$ cat src/rtl/cs_y_stream_buffer_if.sv
// Output stream of the CS Y buffer: show-ahead head word with a valid/ready handshake.
interface cs_y_stream_buffer_if #(
    parameter int DW = 10
);
    logic [DW-1:0] out_data;
    logic          out_valid;
    logic          out_ready;

    modport master (output out_data, output out_valid, input out_ready);
    modport slave  (input out_data, input out_valid, output out_ready);
endinterface

$ cat src/rtl/cs_y_stream_buffer.sv
// Drops the CS warm-up words, then queues every Y word in a show-ahead FIFO.
// Overflow drops the incoming word and is counted, since CS cannot be stalled.
module cs_y_stream_buffer #(
    parameter int WARMUP = 8,
    parameter int DEPTH  = 16,
    parameter int DW     = 10
) (
    input  logic                     clk,
    input  logic                     reset,
    input  logic                     clr,
    input  logic [DW-1:0]            y_in,
    cs_y_stream_buffer_if.master     out_if,
    output logic [$clog2(DEPTH):0]   level,
    output logic                     overflow,
    output logic [7:0]               drop_cnt
);
    localparam int AW = $clog2(DEPTH);
    localparam int LW = AW + 1;
    localparam int WW = $clog2(WARMUP + 1);

    typedef enum logic {WARM, STREAM} state_t;

    state_t          state_reg, state_next;
    logic [WW-1:0]   warm_cnt_reg, warm_cnt_next;

    logic [DW-1:0]   mem [DEPTH];
    logic [AW:0]     wr_ptr_reg, rd_ptr_reg, rd_ptr_inc;
    logic [LW-1:0]   level_reg;
    logic [DW-1:0]   out_data_reg;
    logic            overflow_reg;
    logic [7:0]      drop_cnt_reg;

    logic            out_valid, pop, push_req, full, push_ok, drop;

    always_ff @(posedge clk or posedge reset) begin
        if (reset) begin
            state_reg    <= WARM;
            warm_cnt_reg <= '0;
        end else begin
            state_reg    <= state_next;
            warm_cnt_reg <= warm_cnt_next;
        end
    end

    always_comb begin
        state_next    = state_reg;
        warm_cnt_next = warm_cnt_reg;
        if (clr) begin
            state_next    = WARM;
            warm_cnt_next = '0;
        end else begin
            case (state_reg)
                WARM: begin
                    if (warm_cnt_reg == WW'(WARMUP - 1)) begin
                        state_next    = STREAM;
                        warm_cnt_next = '0;
                    end else begin
                        warm_cnt_next = warm_cnt_reg + 1'b1;
                    end
                end
                default: state_next = STREAM;
            endcase
        end
    end

    assign out_valid  = (level_reg != '0);
    assign pop        = out_valid & out_if.out_ready;
    assign push_req   = (state_reg == STREAM);
    assign full       = (level_reg == LW'(DEPTH));
    assign push_ok    = push_req & (~full | pop);
    assign drop       = push_req & full & ~pop;
    assign rd_ptr_inc = rd_ptr_reg + 1'b1;

    // Storage has no reset so it maps onto block RAM.
    always_ff @(posedge clk) begin
        if (push_ok && !clr)
            mem[wr_ptr_reg[AW-1:0]] <= y_in;
    end

    // out_data is a register holding the head that will be visible after this edge.
    always_ff @(posedge clk or posedge reset) begin
        if (reset) begin
            wr_ptr_reg   <= '0;
            rd_ptr_reg   <= '0;
            level_reg    <= '0;
            out_data_reg <= '0;
            overflow_reg <= 1'b0;
            drop_cnt_reg <= '0;
        end else if (clr) begin
            wr_ptr_reg   <= '0;
            rd_ptr_reg   <= '0;
            level_reg    <= '0;
            out_data_reg <= '0;
            overflow_reg <= 1'b0;
            drop_cnt_reg <= '0;
        end else begin
            if (push_ok)
                wr_ptr_reg <= wr_ptr_reg + 1'b1;
            if (pop)
                rd_ptr_reg <= rd_ptr_inc;

            if (push_ok && !pop)
                level_reg <= level_reg + 1'b1;
            else if (pop && !push_ok)
                level_reg <= level_reg - 1'b1;

            if (pop) begin
                if (level_reg == LW'(1))
                    out_data_reg <= push_ok ? y_in : '0;
                else
                    out_data_reg <= mem[rd_ptr_inc[AW-1:0]];
            end else if (!out_valid && push_ok) begin
                out_data_reg <= y_in;
            end

            if (drop) begin
                overflow_reg <= 1'b1;
                if (drop_cnt_reg != 8'hFF)
                    drop_cnt_reg <= drop_cnt_reg + 1'b1;
            end
        end
    end

    assign out_if.out_data  = out_data_reg;
    assign out_if.out_valid = out_valid;
    assign level            = level_reg;
    assign overflow         = overflow_reg;
    assign drop_cnt         = drop_cnt_reg;
endmodule
$ cat src/flat_wrapper.sv
// flat-port wrapper written by rule: the top's interface ports become plain ports
module cs_y_stream_buffer_flat 
#(
    parameter int WARMUP = 8,
    parameter int DEPTH  = 16,
    parameter int DW     = 10
)
  (clk, reset, clr, y_in, level, overflow, drop_cnt, out_if_out_data, out_if_out_valid, out_if_out_ready);
  cs_y_stream_buffer_if #(.DW(DW)) out_if_i ();
  input  logic clk;
  input  logic reset;
  input  logic clr;
  input  logic [DW-1:0] y_in;
  output logic [$clog2(DEPTH):0] level;
  output logic overflow;
  output logic [7:0] drop_cnt;
  output wire logic [$bits(out_if_i.out_data)-1:0] out_if_out_data;
  output wire logic [$bits(out_if_i.out_valid)-1:0] out_if_out_valid;
  input wire logic [$bits(out_if_i.out_ready)-1:0] out_if_out_ready;
  assign out_if_out_data = out_if_i.out_data;
  assign out_if_out_valid = out_if_i.out_valid;
  assign out_if_i.out_ready = out_if_out_ready;
  cs_y_stream_buffer #(.WARMUP(WARMUP), .DEPTH(DEPTH), .DW(DW)) u_core (.clk(clk), .reset(reset), .clr(clr), .y_in(y_in), .out_if(out_if_i), .level(level), .overflow(overflow), .drop_cnt(drop_cnt));
endmodule
$ cat config.mk
export PLATFORM = sky130hd
export DESIGN_NAME = cs_y_stream_buffer_flat
export DESIGN_NICKNAME = d
export VERILOG_FILES = /design/src/rtl/cs_y_stream_buffer_if.sv /design/src/rtl/cs_y_stream_buffer.sv /design/src/flat_wrapper.sv
export SDC_FILE = /design/constraint.sdc
export NUM_CORES = 1
export LEC_CHECK = 0
export CAP_MARGIN = 5
export CORE_MARGIN = 3
export CORE_UTILIZATION = 42
export CTS_BUF_LIST = sky130_fd_sc_hd__clkbuf_4 sky130_fd_sc_hd__clkbuf_8 sky130_fd_sc_hd__clkbuf_16
export DETAILED_ROUTE_END_ITERATION = 10
export PLACE_DENSITY = 0.61
export SLEW_MARGIN = 0
export SYNTH_ARGS = -nofsm -noshare
export SYNTH_HDL_FRONTEND = slang
export SYNTH_SLANG_ARGS = --single-unit
$ cat constraint.sdc
create_clock -name clk -period 3.59 [get_ports clk]
set_clock_uncertainty 0.15 [all_clocks]
set_input_delay 0.718 -clock clk [delete_from_list [all_inputs] [get_ports clk]]
set_output_delay 0.718 -clock clk [all_outputs]
set_load 0.02 [all_outputs]
==> results.yml <==
sta:
  fin_crit_sh_pct: 87.8
  rsz0062_at_grt: "false"
  timing.slew.headroom_pct: 46.4
  fin_crit_ns: 3.15
  tns_ns: 0
  final_max_slew_viol_count: 0
  finalHoldViolations: 0
  whs_ns: 0.359
  worst_slew_pin_slew_ns: 0.801
  setup_violations: 0
  fmax_mhz: 317
  setup_slack_ns: 0.438
cts:
  cts_max_level: 4
  clk_latency_ns: 0.43
  cts.path.max_buffers: 2
  cts_root_buf: "clkbuf_16"
  cts_tree: "built"
  holdBufCountCts: 0
  ctsResizeCount: 0
  postCtsSetupRepairBufs: 0
  cts_made_buffers: 17
  clkSinkCount: 197
  path_clk_slew_ns: 0.08
setup_path:
  crit_arrival_ns: 2.28
  timing.rr.end: "u_core.out_if.out_data[2]"
  critPathKind: "reg2out"
  startpoint_type: "flop"
  ff2ff_path_depth: 6
  r2r_start: "u_core.rd_ptr_reg[0]"
  rrSetupSlack_ns: 0.94
  worst-path-max-fanout: 6
  critPathLaunch: "u_core.level[0]"
  crit_end: "out_if_out_valid"
  critical_path_required_ns: 2.72
  worstSetupEndpointType: "primary output"
synthesis:
  synthFlopType: "edfxtp_1"
  synth_area_um2: 8250
  synth_area_leaders: "edfxtp_1 (58%), dfrtp_1 (11%), mux4_2 (11%), nand2_1 (2.2%), nor2_1 (2.2%)"
  syn_nets: 529
  yosysUniqueCellTypes: 51
  async_flop_share_pct: 18.8
  postSynthCellCount: 504
  yosysSeqAreaShare_pct: 69.5
  synth_top_area_share_pct: 58.3
  ys_warn_count: 0
  synth_seq_cells: 197
  syn_area_per_cell_um2: 16.4
  netlist.top_cell.by_area: "edfxtp_1"
  synth_edf_count: 160
placed_design:
  place_area_um2: 9010
  dpl.cell_count: 803
  io_buffer_count: 38
  place_ws_ns: 0.583
  dp_hpwl_um: 11200
  place_congestion: 0.876
global_route:
  gr-usage-met1_pct: 22.9
  grt_overflow: 0
  grt_pass1_wl_um: 26600
  grt_pass1_vias: 4521
  antenna_found_initial: 0
  grt.busiest_layer: "met2"
  use_met2_pct: 26.3
  grt_use_met3_pct: 4.97
  grtUsageTotal_pct: 16.6
  grt_max_degree: 34
layout:
  design_area_um2: 9610
  final_common_cell: "edfxtp_1"
  drive_gt1_share_pct: 18.6
  syn_to_final_growth_pct: 16.5
  largest_register_ffs: 160
  nNetsFinal: 587
  fin_cells: 835
  num-fill-cells: 1635
  antennaDiodeCount: 0
  layout_common_cells: "edfxtp_1 (160), nand2_1 (48), nor2_1 (48)"
drt:
  drt_iter0_markers: 371
  via_per_inst: 5.46
  finalWirelength_um: 17200
  final_antenna_net_count: 0
  via_count: 4557
  drc: 0
  routedWlPerCell_um: 20.5
  drtPass1Iterations: 5
run:
  maxCapViolCount: 0
power_and_ir_drop:
  vdd_ir_drop_max_mv: 0.354
  p_per_area_nw_per_um2: 631
  p_leak_nw: 3.31
die:
  dieArea_um2: 21400
  coreArea_um2: 19000
  start_util_pct: 43.4
  rows: 50
  die_w_um: 146
  die_h_um: 146
  io_pins: 39
min_path:
  hold_path_class: "reg2reg"
status:
  status: "finished, final reports clean"
==> metal layers <==
layer  vias to the layer above  wire length, µm
met2                       118             8340
met3                        17             1000
li1                       2048                -
met1                      2374             7640
met5                         -                0
met4                         0              172
==> cells in the mapped netlist, types with 5 or more instances <==
| master | instances |
|---|---|
| xnor2_1 | 11 |
| xor2_1 | 7 |
| buf_4 | 6 |
| buf_2 | 6 |
| a22oi_1 | 8 |
| nand3_1 | 35 |
| nand2_1 | 48 |
| inv_1 | 10 |
| edfxtp_1 | 160 |
| mux2i_1 | 5 |
| nor3_1 | 10 |
| mux4_2 | 40 |
| dfrtp_1 | 37 |
| ha_1 | 11 |
| clkbuf_1 | 8 |
| nor2_1 | 48 |
==> cells by family after synthesis <==
kind of cell	Yosys count	synth area share (%)
adder cells (fa/ha/maj)	11	1.67
AO/OA/AOI/OAI	34	3.47
AND/OR/NAND/NOR	160	9.16
XOR/XNOR	20	2.31
buffers and inverters	36	2.18
flip-flops	197	69.5
multiplexers	46	11.7
==> power by group <==
part | leakage (nW) | switching, W | internal [W] | total (W)
sequential | 1.94 | 0.000122 | 0.00254 | 0.00266
combinational | 1.07 | 0.000799 | 0.000718 | 0.00152
clock | 0.292 | 0.000936 | 0.000944 | 0.00188
total | 3.31 | 0.00186 | 0.00420 | 0.00606
==> worst max-delay path, cell delays in order (launching register included) <==
cell,delay (ns)
dfrtp_1,0.44
inv_1,0.14
ha_1,0.25
nor4b_4,0.32
inv_1,0.14
clkdlybuf4s50_1,0.56
==> metrics by stage <==
stage               utilization, %  power, W
floorplan                        -   0.00377
global placement              47.4   0.00423
detailed placement            47.4   0.00426
CTS                           50.5   0.00614
global route                  50.5   0.00634
finish                        50.5   0.00606
==> area by class of cell <==
cell class | count | area (µm²) | area share, %
Tap cell | 260 | 325 | 3.39
Clock inverter | 15 | 174 | 1.81
Multi-Input combinational cell | 271 | 2340 | 24.3
Timing Repair Buffer | 64 | 576 | 5.99
Inverter | 11 | 41.3 | 0.430
Clock buffer | 17 | 425 | 4.43
Sequential cell | 197 | 5730 | 59.6
==> worst min path at each step <==
| stage | startpoint | endpoint | slack (ns) | depth (start not counted) |
|---|---|---|---|---|
| after floorplan | u_core.warm_cnt_reg[3] | u_core.warm_cnt_reg[3] | 0.36 | 2 |
| after global placement | u_core.overflow | u_core.overflow | 0.34 | 2 |
| after detailed placement | u_core.overflow | u_core.overflow | 0.35 | 2 |
| after CTS | reset | u_core.drop_cnt[4] | 0.37 | 2 |
| after global routing | u_core.overflow | u_core.overflow | 0.38 | 2 |
| final | u_core.overflow | u_core.overflow | 0.36 | 2 |
Note: power is estimated with default switching activity, not from simulation.
